$ cat src/rtl/approx_adder_pkg.sv
// approx_adder_pkg
//   Shared constants and types for the approximate-adder scheduler.
//   WIDTH_DEF / K_APPROX_DEF : default operand width and approximate cut.
//   ID_MAX_W                 : id field width, enough for up to 8 requesters.
//   ID_W()                   : requester-index width for a given count.
//   state_t                  : scheduler FSM states.
//   req_t                    : captured request (operands sized to WIDTH_DEF).
package approx_adder_pkg;

  localparam int WIDTH_DEF    = 16;
  localparam int K_APPROX_DEF = 6;
  localparam int ID_MAX_W     = 3;

  // Index width never drops below 1 so a port of this width always exists.
  function automatic int ID_W(input int n);
    return (n > 1) ? $clog2(n) : 1;
  endfunction

  typedef enum logic [1:0] {
    IDLE = 2'd0,
    EXEC = 2'd1,
    RESP = 2'd2
  } state_t;

  typedef struct packed {
    logic [WIDTH_DEF-1:0] a;
    logic [WIDTH_DEF-1:0] b;
    logic                 cin;
    logic                 exact;
    logic [ID_MAX_W-1:0]  id;
  } req_t;

endpackage

$ cat src/rtl/approx_sklansky_core.sv
// approx_sklansky_core
//   Combinational Sklansky parallel-prefix adder with an optional carry cut.
//   a, b  : operands            cin   : carry-in (honoured in exact mode only)
//   exact : 1 = exact add, 0 = low K bits generate-only, no carry-in
//   sum   : result              cout  : carry out of the MSB
module approx_sklansky_core #(
  parameter int WIDTH = 16,
  parameter int K     = 6
) (
  input  logic [WIDTH-1:0] a,
  input  logic [WIDTH-1:0] b,
  input  logic             cin,
  input  logic             exact,
  output logic [WIDTH-1:0] sum,
  output logic             cout
);

  localparam int LEVELS = (WIDTH > 1) ? $clog2(WIDTH) : 1;

  logic [WIDTH-1:0] p;
  logic [WIDTH-1:0] g_lvl0;
  logic [WIDTH-1:0] p_lvl0;
  logic [WIDTH-1:0] g_fin;
  logic             cin_eff;

  assign p       = a ^ b;
  assign cin_eff = exact & cin;

  // Approximation is expressed as a killed propagate in the low K bits:
  // a bit that cannot propagate makes its carry equal its own generate.
  // The carry-in is folded into bit 0's generate so the prefix tree alone
  // yields every carry.
  genvar gi, gl;
  generate
    for (gi = 0; gi < WIDTH; gi++) begin : g_init
      if (gi < K) begin : g_cut
        assign p_lvl0[gi] = p[gi] & exact;
      end else begin : g_full
        assign p_lvl0[gi] = p[gi];
      end
      if (gi == 0) begin : g_cin
        assign g_lvl0[gi] = (a[gi] & b[gi]) | (p_lvl0[gi] & cin_eff);
      end else begin : g_gen
        assign g_lvl0[gi] = a[gi] & b[gi];
      end
    end

    // Level gl: every node with bit gl set merges with the last node of the
    // preceding aligned 2^gl block. The last level needs no propagate output.
    for (gl = 0; gl < LEVELS; gl++) begin : g_stage
      logic [WIDTH-1:0] g_prev;
      logic [WIDTH-1:0] p_prev;
      logic [WIDTH-1:0] g_cur;

      if (gl == 0) begin : g_src0
        assign g_prev = g_lvl0;
        assign p_prev = p_lvl0;
      end else begin : g_srcn
        assign g_prev = g_stage[gl-1].g_cur;
        assign p_prev = g_stage[gl-1].g_pn.p_cur;
      end

      for (gi = 0; gi < WIDTH; gi++) begin : g_bit
        if (((gi >> gl) % 2) == 1) begin : g_merge
          localparam int PART = ((gi >> gl) << gl) - 1;
          assign g_cur[gi] = g_prev[gi] | (p_prev[gi] & g_prev[PART]);
        end else begin : g_pass
          assign g_cur[gi] = g_prev[gi];
        end
      end

      if (gl < LEVELS - 1) begin : g_pn
        logic [WIDTH-1:0] p_cur;
        for (gi = 0; gi < WIDTH; gi++) begin : g_pbit
          if (((gi >> gl) % 2) == 1) begin : g_merge
            localparam int PART = ((gi >> gl) << gl) - 1;
            assign p_cur[gi] = p_prev[gi] & p_prev[PART];
          end else begin : g_pass
            assign p_cur[gi] = p_prev[gi];
          end
        end
      end
    end

    // g_fin[i] is the carry out of bit i, i.e. the carry into bit i+1.
    assign g_fin = g_stage[LEVELS-1].g_cur;

    for (gi = 0; gi < WIDTH; gi++) begin : g_sum
      if (gi == 0) begin : g_lsb
        assign sum[gi] = p[gi] ^ cin_eff;
      end else begin : g_rest
        assign sum[gi] = p[gi] ^ g_fin[gi-1];
      end
    end
  endgenerate

  assign cout = g_fin[WIDTH-1];

endmodule

$ cat src/rtl/approx_adder_scheduler.sv
// approx_adder_scheduler
//   Round-robin scheduler sharing one approximate adder among NUM_REQ users.
//   clk, rst            : clock, asynchronous active-high reset
//   req_valid/req_ready : per-requester handshake (ready is one-hot or zero)
//   req_a, req_b        : packed operands, requester i at [i*WIDTH +: WIDTH]
//   req_cin, req_exact  : per-requester carry-in and mode
//   rsp_valid/rsp_ready : result handshake
//   rsp_id/sum/cout/exact : registered result, stable while stalled
//   cnt_approx/cnt_exact  : saturating completed-operation counters
module approx_adder_scheduler
  import approx_adder_pkg::*;
#(
  parameter  int NUM_REQ  = 4,
  parameter  int WIDTH    = WIDTH_DEF,
  parameter  int K_APPROX = K_APPROX_DEF,
  localparam int IDW      = ID_W(NUM_REQ)
) (
  input  logic                     clk,
  input  logic                     rst,
  input  logic [NUM_REQ-1:0]       req_valid,
  output logic [NUM_REQ-1:0]       req_ready,
  input  logic [NUM_REQ*WIDTH-1:0] req_a,
  input  logic [NUM_REQ*WIDTH-1:0] req_b,
  input  logic [NUM_REQ-1:0]       req_cin,
  input  logic [NUM_REQ-1:0]       req_exact,
  output logic                     rsp_valid,
  input  logic                     rsp_ready,
  output logic [IDW-1:0]           rsp_id,
  output logic [WIDTH-1:0]         rsp_sum,
  output logic                     rsp_cout,
  output logic                     rsp_exact,
  output logic [15:0]              cnt_approx,
  output logic [15:0]              cnt_exact
);

  state_t           state_q, state_d;
  logic [IDW-1:0]   rr_q, rr_d;
  req_t             cap_q, cap_d;
  logic             rsp_valid_q, rsp_valid_d;
  logic [IDW-1:0]   rsp_id_q, rsp_id_d;
  logic [WIDTH-1:0] rsp_sum_q, rsp_sum_d;
  logic             rsp_cout_q, rsp_cout_d;
  logic             rsp_exact_q, rsp_exact_d;
  logic [15:0]      cnt_approx_q, cnt_approx_d;
  logic [15:0]      cnt_exact_q, cnt_exact_d;

  logic             grant_found;
  logic [IDW-1:0]   grant_idx;
  logic [IDW-1:0]   scan_idx;
  logic [WIDTH-1:0] core_sum;
  logic             core_cout;

  approx_sklansky_core #(
    .WIDTH (WIDTH),
    .K     (K_APPROX)
  ) u_core (
    .a     (cap_q.a),
    .b     (cap_q.b),
    .cin   (cap_q.cin),
    .exact (cap_q.exact),
    .sum   (core_sum),
    .cout  (core_cout)
  );

  // First valid requester at or after the round-robin pointer, wrapping.
  always_comb begin
    grant_found = 1'b0;
    grant_idx   = '0;
    scan_idx    = '0;
    for (int k = 0; k < NUM_REQ; k++) begin
      scan_idx = IDW'((int'(rr_q) + k) % NUM_REQ);
      if (!grant_found && req_valid[scan_idx]) begin
        grant_found = 1'b1;
        grant_idx   = scan_idx;
      end
    end
  end

  always_ff @(posedge clk or posedge rst) begin
    if (rst) begin
      state_q      <= IDLE;
      rr_q         <= '0;
      cap_q        <= '0;
      rsp_valid_q  <= 1'b0;
      rsp_id_q     <= '0;
      rsp_sum_q    <= '0;
      rsp_cout_q   <= 1'b0;
      rsp_exact_q  <= 1'b0;
      cnt_approx_q <= '0;
      cnt_exact_q  <= '0;
    end else begin
      state_q      <= state_d;
      rr_q         <= rr_d;
      cap_q        <= cap_d;
      rsp_valid_q  <= rsp_valid_d;
      rsp_id_q     <= rsp_id_d;
      rsp_sum_q    <= rsp_sum_d;
      rsp_cout_q   <= rsp_cout_d;
      rsp_exact_q  <= rsp_exact_d;
      cnt_approx_q <= cnt_approx_d;
      cnt_exact_q  <= cnt_exact_d;
    end
  end

  always_comb begin
    state_d      = state_q;
    rr_d         = rr_q;
    cap_d        = cap_q;
    rsp_valid_d  = rsp_valid_q;
    rsp_id_d     = rsp_id_q;
    rsp_sum_d    = rsp_sum_q;
    rsp_cout_d   = rsp_cout_q;
    rsp_exact_d  = rsp_exact_q;
    cnt_approx_d = cnt_approx_q;
    cnt_exact_d  = cnt_exact_q;
    case (state_q)
      IDLE: begin
        if (grant_found) begin
          cap_d.a     = req_a[grant_idx*WIDTH +: WIDTH];
          cap_d.b     = req_b[grant_idx*WIDTH +: WIDTH];
          cap_d.cin   = req_cin[grant_idx];
          cap_d.exact = req_exact[grant_idx];
          cap_d.id    = ID_MAX_W'(grant_idx);
          state_d     = EXEC;
        end
      end
      EXEC: begin
        rsp_sum_d   = core_sum;
        rsp_cout_d  = core_cout;
        rsp_exact_d = cap_q.exact;
        rsp_id_d    = IDW'(cap_q.id);
        rsp_valid_d = 1'b1;
        state_d     = RESP;
      end
      RESP: begin
        if (rsp_valid_q && rsp_ready) begin
          rsp_valid_d = 1'b0;
          if (rsp_exact_q) begin
            if (cnt_exact_q != 16'hFFFF) cnt_exact_d = cnt_exact_q + 16'd1;
          end else begin
            if (cnt_approx_q != 16'hFFFF) cnt_approx_d = cnt_approx_q + 16'd1;
          end
          rr_d    = (rsp_id_q == IDW'(NUM_REQ - 1)) ? '0 : rsp_id_q + 1'b1;
          state_d = IDLE;
        end
      end
      default: state_d = IDLE;
    endcase
  end

  // Grant is visible only while idle and out of reset; reset is asynchronous,
  // so it also masks the combinational ready.
  always_comb begin
    req_ready = '0;
    if (!rst && state_q == IDLE && grant_found) req_ready[grant_idx] = 1'b1;
  end

  assign rsp_valid  = rsp_valid_q;
  assign rsp_id     = rsp_id_q;
  assign rsp_sum    = rsp_sum_q;
  assign rsp_cout   = rsp_cout_q;
  assign rsp_exact  = rsp_exact_q;
  assign cnt_approx = cnt_approx_q;
  assign cnt_exact  = cnt_exact_q;

endmodule

$ cat config.mk
export PLATFORM = sky130hd
export DESIGN_NAME = approx_adder_scheduler
export DESIGN_NICKNAME = d
export VERILOG_FILES = /design/src/rtl/approx_adder_pkg.sv /design/src/rtl/approx_sklansky_core.sv /design/src/rtl/approx_adder_scheduler.sv
export SDC_FILE = /design/constraint.sdc
export NUM_CORES = 1
export LEC_CHECK = 0
export ABC_AREA = 1
export CAP_MARGIN = 5
export CORE_ASPECT_RATIO = 1.25
export CORE_MARGIN = 2
export CORE_UTILIZATION = 48
export DETAILED_ROUTE_END_ITERATION = 8
export MAX_ROUTING_LAYER = met4
export PLACE_DENSITY = 0.82
export SETUP_SLACK_MARGIN = 0.3
export SKIP_CTS_REPAIR_TIMING = 1
export SLEW_MARGIN = 5
export SYNTH_ARGS = -nofsm -noshare
export SYNTH_HDL_FRONTEND = slang
export SYNTH_SLANG_ARGS = --single-unit
$ cat constraint.sdc
create_clock -name clk -period 3.35 [get_ports clk]
set_input_delay 0.335 -clock clk [delete_from_list [all_inputs] [get_ports clk]]
set_output_delay 0.335 -clock clk [all_outputs]
set_load 0.05 [all_outputs]
==> results of run 1 <==
==> layout by cell type, fill, tap and decap left out, types with 6 or more instances in the layout <==
master           netlist  layout
a21oi_1                8       8
buf_4                  5      10
clkbuf_16              0       9
clkdlybuf4s50_1        0     195
dfrtp_1               93      92
ha_1                  19      19
inv_1                 50      49
nand2_1              484     484
nand2_2                6       6
nand3_1               83      83
nand3_2               22      22
nand4_1                9       9
nor2_1                31      31
nor3_1                13      12
o21ai_0               18      18
xnor2_1               12      12
xor2_1                21      21
==> kinds of logic after synthesis <==
family,Yosys count,synth area share (%)
flops,93,36.1
fa+ha+maj,20,4.00
buf+inv,97,7.30
simple gates,665,44.6
compound gates,39,3.53
xor+xnor,33,4.48
==> power by group <==
group,total [mW],switching [mW],internal (mW)
registers,1.86,0.320,1.54
clock network,0.971,0.428,0.542
logic,6.08,4.06,2.02
total,8.91,4.80,4.11
==> path summary, 6_finish.rpt <==
check                       startpoint             to  slack [ns]  cells past startpoint
setup / recovery               rr_q[0]   req_ready[0]        0.39                     12
hold / removal                     rst  cnt_exact[11]        0.46                      3
setup reg to reg               rr_q[0]      cap_q[27]        0.84                     14
hold reg to reg            rsp_sum[10]    rsp_sum[10]        0.48                      2
max in group asynchronous          rst      cap_q[27]        1.71                      4
min in group clk           rsp_sum[10]    rsp_sum[10]        0.48                      2
==> flip-flops by register name, summed over array words and instances, names as in the netlist <==
register and cells:
rsp_cout 1, cnt_exact 16, cnt_approx 16, rr_q 2
rsp_exact 1, rsp_id 2, cap_q 36, rsp_sum 16
state_q 2, rsp_valid 1
==> metrics by stage <==
stage,area [µm²],util (%),power [mW],worst slack [ns],cells
global route,8820,67.0,9.82,0.241,1301
global placement,8520,64.7,7.82,0.666,1285
floorplan,6450,-,6.56,0.350,947
finish,8820,67.0,8.91,0.393,1301
detailed placement,8520,64.7,7.91,0.597,1285
CTS,8810,66.9,8.94,0.250,1301
==> worst max-delay path, delay by kind of cell, from the launching register on <==
| family | cells | cell delay (ns) |
|---|---|---|
| simple gates | 8 | 1.00 |
| flops | 1 | 0.52 |
| compound gates | 1 | 0.16 |
| buf+inv | 3 | 0.60 |
==> metal layers <==
layer | up-vias | track usage [%] | wire [µm]
met3 | 26 | 2.79 | 812
li1 | 3336 | - | -
met2 | 194 | 41.9 | 8420
met1 | 2921 | 31.8 | 7340
met5 | - | - | 0
met4 | 0 | 7.76 | 357
==> area by class of cell <==
cell class,instances,share of cell area (%)
multi-input combinational,757,41.5
clock inverter,5,0.397
sequential,93,26.4
inverter,54,2.34
tap,171,2.42
clock buffer,11,2.86
timing repair buffer,210,24.1
==> metrics.md, run 1 <==
| Metric | Value |
|---|---|
| DRT iter0 DRCs | `324` |
| DPL Wire Length | `12.8 mm` |
| Num rows | `47` |
| Chip Height | `134 µm` |
| Routed wire length | `16.9 mm` |
| Post-synthesis cell type count | `41` |
| Mapped cell area | `6440 µm²` |
| MaxCap Viol Count | `0` |
| Initial core utilization | `48.9%` |
| Hold Vio Cnt, Final | `0` |
| Antenna Nets Post-Route | `0` |
| Synth area leader | `dfrtp_1` |
| Hold Slack | `0.463 ns` |
| Register Area | `2330 µm²` |
| Via count | `6,477` |
| Die Width | `108 µm` |
| Worst-path clk slew | `0.07 ns` |
| Pwr dens | `1010 nW/µm²` |
| Global-route wire length before repair | `28.9 mm` |
| Die area | `14,400 µm²` |
| Final Slew Violations | `0` |
| Slowest CP cell | `dfrtp_2` |
| Final setup vio count | `0` |
| Maximum clock path buffer count | `2` |
| Synth top cells by count | `nand2_1, dfrtp_1, nand3_1` |
| Min cycle time layout | `2.96 ns` |
| Global route total overflow | `0` |
| I/O pins | `200` |
| RSZ-0062 raised after global routing | `true` |
| Number of global-route vias before repair | `6,284` |
| Crit Path Category | `reg2out` |
| Crit-path most repeated cell | `nand2_1` |
| Drt first pass iters | `4` |
| Worst VDD drop | `0.739 mV` |
| Routed len/inst | `13.0 µm` |
| Share of cells above drive strength 1 | `6.99%` |
| Total global-route track usage | `25.1%` |
| IO Port Bufs | `199` |
| Multi-input combinational cell area | `3660 µm²` |
| Top-count cell post-synth | `nand2_1` |
| Later-pin clock latency in the skew report | `0.34 ns` |
| Synth area leaders | `dfrtp_1, nand2_1, nand3_1` |
| Measured slew at the worst slew-check pin | `0.869 ns` |
| Slew headroom | `42.1%` |
| Final cycle utilization of the critical path | `88.3%` |
| Critical-path maximum fanout | `36` |
| Register area share after synthesis | `36.1%` |
| Cell Chain, Critical Path | `inv_2 -> nand2_1 -> nand2_1 -> nand2_1 -> nand2_2 -> nor2_2 -> a21boi_1 -> nand2_1 -> nor2_2 -> inv_2 -> nor3_1 -> buf_12` |
| Post-synthesis average cell area | `6.81 µm²` |
| Root Driver | `clkbuf_16` |
| Slowest Stage Delay on Critical Path | `0.52 ns` |
| Fin nets | `1,288` |
| CORE AREA | `13,200 µm²` |
| Peak Freq | `338 MHz` |
| CTS tree | `yes` |
| Yosys top cell area share | `36.1%` |
| Number of CTS-inserted buffers | `9` |
| Area grow syn2layout | `36.9%` |
| Synth Warn # | `0` |
| Leakage | `4.52 nW` |
| # DRC | `0` |
| H-tree level count | `3` |
| Routability Congestion | `0.906` |
| # fillers | `1,184` |
| Fin Clk Skew | `0.00784 ns` |
| Synth Register Bits | `93` |
| Ant. Diodes | `0` |
| Syn Nets | `1,110` |
| Worst setup SP type | `flip-flop` |
| Pin count of the biggest net entering global routing | `71` |
| Worst Hold Class | `in2async` |
| Data required time of the worst path | `3.01 ns` |
| Initial antenna violation count | `0` |
| Mapped Cells | `947` |
| # clock sinks | `93` |
| Most common flop cell mapped by yosys | `dfrtp_1` |
| EDFF count, synth | `0` |
| Status | `complete, no violations` |
| Final TNS setup | `0 ns` |
| Element type at the critical path end | `output pin` |
| Async SR Flop Fraction | `100%` |
| Via/cell ratio | `4.98` |
| Crit path arrival time | `2.62 ns` |
Note: power is estimated with default switching activity, not from simulation.
==> run 2: changes to the inputs <==
--- a/config.mk
+++ b/config.mk
@@ -9,10 +9,11 @@
 export CAP_MARGIN = 5
 export CORE_ASPECT_RATIO = 1.25
 export CORE_MARGIN = 2
-export CORE_UTILIZATION = 48
+export CORE_UTILIZATION = 55
 export DETAILED_ROUTE_END_ITERATION = 8
+export DONT_BUFFER_PORTS = 1
 export MAX_ROUTING_LAYER = met4
-export PLACE_DENSITY = 0.82
+export PLACE_DENSITY = 0.7
 export SETUP_SLACK_MARGIN = 0.3
 export SKIP_CTS_REPAIR_TIMING = 1
 export SLEW_MARGIN = 5
==> run 2 against run 1 <==
  * Critical path depth unchanged
  * Clock-buffer cell count unchanged
  * Hold slack got worse by 0.40 ns
  * Global-route usage increased by 0.53 points
  * Final cell count decreased by 17%
  * Via count decreased by 11%
  * Register-to-register slack got worse by 0.04 ns
  * Largest power group unchanged
==> metrics.md, run 2 (synthesis results as in run 1) <==
| Metric | Value |
|---|---|
| Die Width | `101 µm (-6.3%)` |
| IO Port Bufs | `0 (-100%)` |
| Later-pin clock latency in the skew report | `0.34 ns (about the same)` |
| Initial core utilization | `56.0% (+7.1 points)` |
| Final core occ | `59.2% (-7.8 points)` |
| Final Slew Violations | `0 (unchanged)` |
| Final TNS setup | `0 ns (unchanged)` |
| Routability Congestion | `0.889 (-1.8%)` |
| DRT iter0 DRCs | `223 (-31%)` |
| Share of cells above drive strength 1 | `8.44% (+1.4 points)` |
| Area grow syn2layout | `5.75%` |
| Root Driver | `clkbuf_16` |
| Global-route wire length before repair | `25.5 mm (-12%)` |
| Hold Vio Cnt, Final | `0 (unchanged)` |
| DPL Wire Length | `11.6 mm (-9.9%)` |
| Crit-path most repeated cell | `nand2_1` |
| CTS tree | `yes` |
| Status | `complete, no violations` |
| Most frequent cells in the layout | `nand2_1, dfrtp_1, nand3_1, inv_1, nor2_1` |
| Chip Height | `125 µm (-6.4%)` |
| Min cycle time layout | `2.75 ns (-0.205 ns)` |
| Top reg by flops | `cap_q` |
| # DRC | `0 (unchanged)` |
| Element type at the critical path end | `output pin` |
| Leakage | `3.79 nW (-16%)` |
| Worst Hold Class | `in2async` |
| Slowest CP cell | `dfrtp_2` |
| Initial antenna violation count | `0 (unchanged)` |
| Pin count of the biggest net entering global routing | `69 (-2.8%)` |
| H-tree level count | `3 (unchanged)` |
| Number of global-route vias before repair | `5,492 (-13%)` |
| Critical-path maximum fanout | `36 (unchanged)` |
| Measured slew at the worst slew-check pin | `0.716 ns (-0.152 ns)` |
| Fin Clk Skew | `0.00908 ns (+0.00124 ns)` |
| Total global-route track usage | `25.6% (+0.53 points)` |
| Placed insts | `1,058 (-18%)` |
| Drt first pass iters | `4 (unchanged)` |
| Fin nets | `1,094 (-15%)` |
| Data required time of the worst path | `3.01 ns (about the same)` |
| # clock sinks | `93 (unchanged)` |
| R2R depth | `11 (-3)` |
| Ant. Diodes | `0 (unchanged)` |
| Final setup vio count | `0 (unchanged)` |
| Routed len/inst | `14.2 µm (+9.4%)` |
| Slew headroom | `52.3% (+10 points)` |
| Slowest Stage Delay on Critical Path | `0.53 ns (about the same)` |
| MaxCap Viol Count | `0 (unchanged)` |
| RSZ-0062 raised after global routing | `false` |
| Cell Chain, Critical Path | `inv_2 -> nand2_1 -> nand2_2 -> nand2_1 -> nand2_1 -> nor2_4 -> nand2_1 -> nor2_1 -> nor2_2 -> inv_2 -> nor3_1 -> buf_4` |
| Number of CTS-inserted buffers | `9 (unchanged)` |
| Die area | `12,600 µm² (-12%)` |
| Global route total overflow | `0 (unchanged)` |
| Non-filler cells, final | `1,074 (-17%)` |
| Max FFs per register | `36 (unchanged)` |
| Worst-path clk slew | `0.07 ns (about the same)` |
| Worst VDD drop | `1.38 mV (+86%)` |
| Commonest non-fill, non-tap cell in the layout | `nand2_1` |
| I/O pins | `200 (unchanged)` |
| Antenna Nets Post-Route | `0 (unchanged)` |
| Via count | `5,768 (-11%)` |
| Crit path arrival time | `2.42 ns (-0.20 ns)` |
| Placed Area | `6500 µm² (-24%)` |
| Final cycle utilization of the critical path | `82.1% (-6.1 points)` |
| Flop2flop setup slack | `0.80 ns (-0.04 ns)` |
| Pwr dens | `1230 nW/µm² (+22%)` |
| Crit Path Category | `reg2out` |
| Num rows | `44 (-6.4%)` |
| Post-route cell area | `6820 µm² (-23%)` |
| Reg-to-Reg Start | `rsp_valid` |
| Worst setup SP type | `flip-flop` |
| Hold Slack | `0.0634 ns (-0.400 ns)` |
| Via/cell ratio | `5.37 (+7.9%)` |
| RR Endpoint | `cnt_approx[14]` |
| Routed wire length | `15.3 mm (-9.7%)` |
| Peak Freq | `363 MHz (+7.5%)` |
| CORE AREA | `11,500 µm² (-13%)` |
| Maximum clock path buffer count | `2 (unchanged)` |
==> run 2: changes by cell type in the layout (fill, tap and decap cells not counted), moves of 2 or more <==
cell / previous run / this run
buf_4: 10 / 14
buf_12: 5 / 2
clkinvlp_4: 5 / 1
clkdlybuf4s50_1: 195 / 0
inv_6: 0 / 2
==> run 2: final cells by class <==
type                       count  area [µm²]
inverter                      54         211
multi-input combinational    757        3650
tap                          138         173
timing repair buffer          16         145
clock inverter                 5        57.6
clock buffer                  11         253
sequential                    93        2330
fill                        1119        4690
==> run 2: power breakdown <==
group / internal, mW / switching (mW) / total (mW)
clock network: 0.620 / 0.424 / 1.04
logic: 1.61 / 3.35 / 4.96
registers: 1.53 / 0.871 / 2.40
==> run 2: layer usage <==
layer | wire, µm | track usage, %
met1 | 6820 | 32.8
met2 | 7210 | 40.9
met3 | 994 | 4.92
met4 | 275 | 7.49
met5 | 0 | -
==> run 2: how the worst max path moves through the flow <==
stage | start | to | slack, ns | depth (start not counted)
3_3_place_gp | rr_q[0] | req_ready[3] | 0.63 | 12
6_report | rr_q[0] | req_ready[1] | 0.60 | 12
4_1_cts | rr_q[0] | req_ready[2] | 0.17 | 12
5_1_grt | rr_q[0] | req_ready[2] | 0.34 | 12
2_1_floorplan | rst | req_ready[0] | 0.35 | 3
3_5_place_dp | rr_q[0] | req_ready[2] | 0.57 | 12
==> run 2: metrics by stage <==
| stage | setup WS [ns] | power [mW] |
|---|---|---|
| 2_1_floorplan | 0.350 | 6.56 |
| 3_3_place_gp | 0.635 | 7.32 |
| 3_5_place_dp | 0.573 | 7.37 |
| 4_1_cts | 0.167 | 8.46 |
| 5_1_grt | 0.340 | 9.35 |
| 6_report | 0.598 | 8.41 |
==> run 2: critical path: cells and delay by family (launching register included) <==
family | cells | cell delay (ns)
AND/OR/NAND/NOR | 9 | 0.76
flip-flops | 1 | 0.53
buffers and inverters | 3 | 0.77
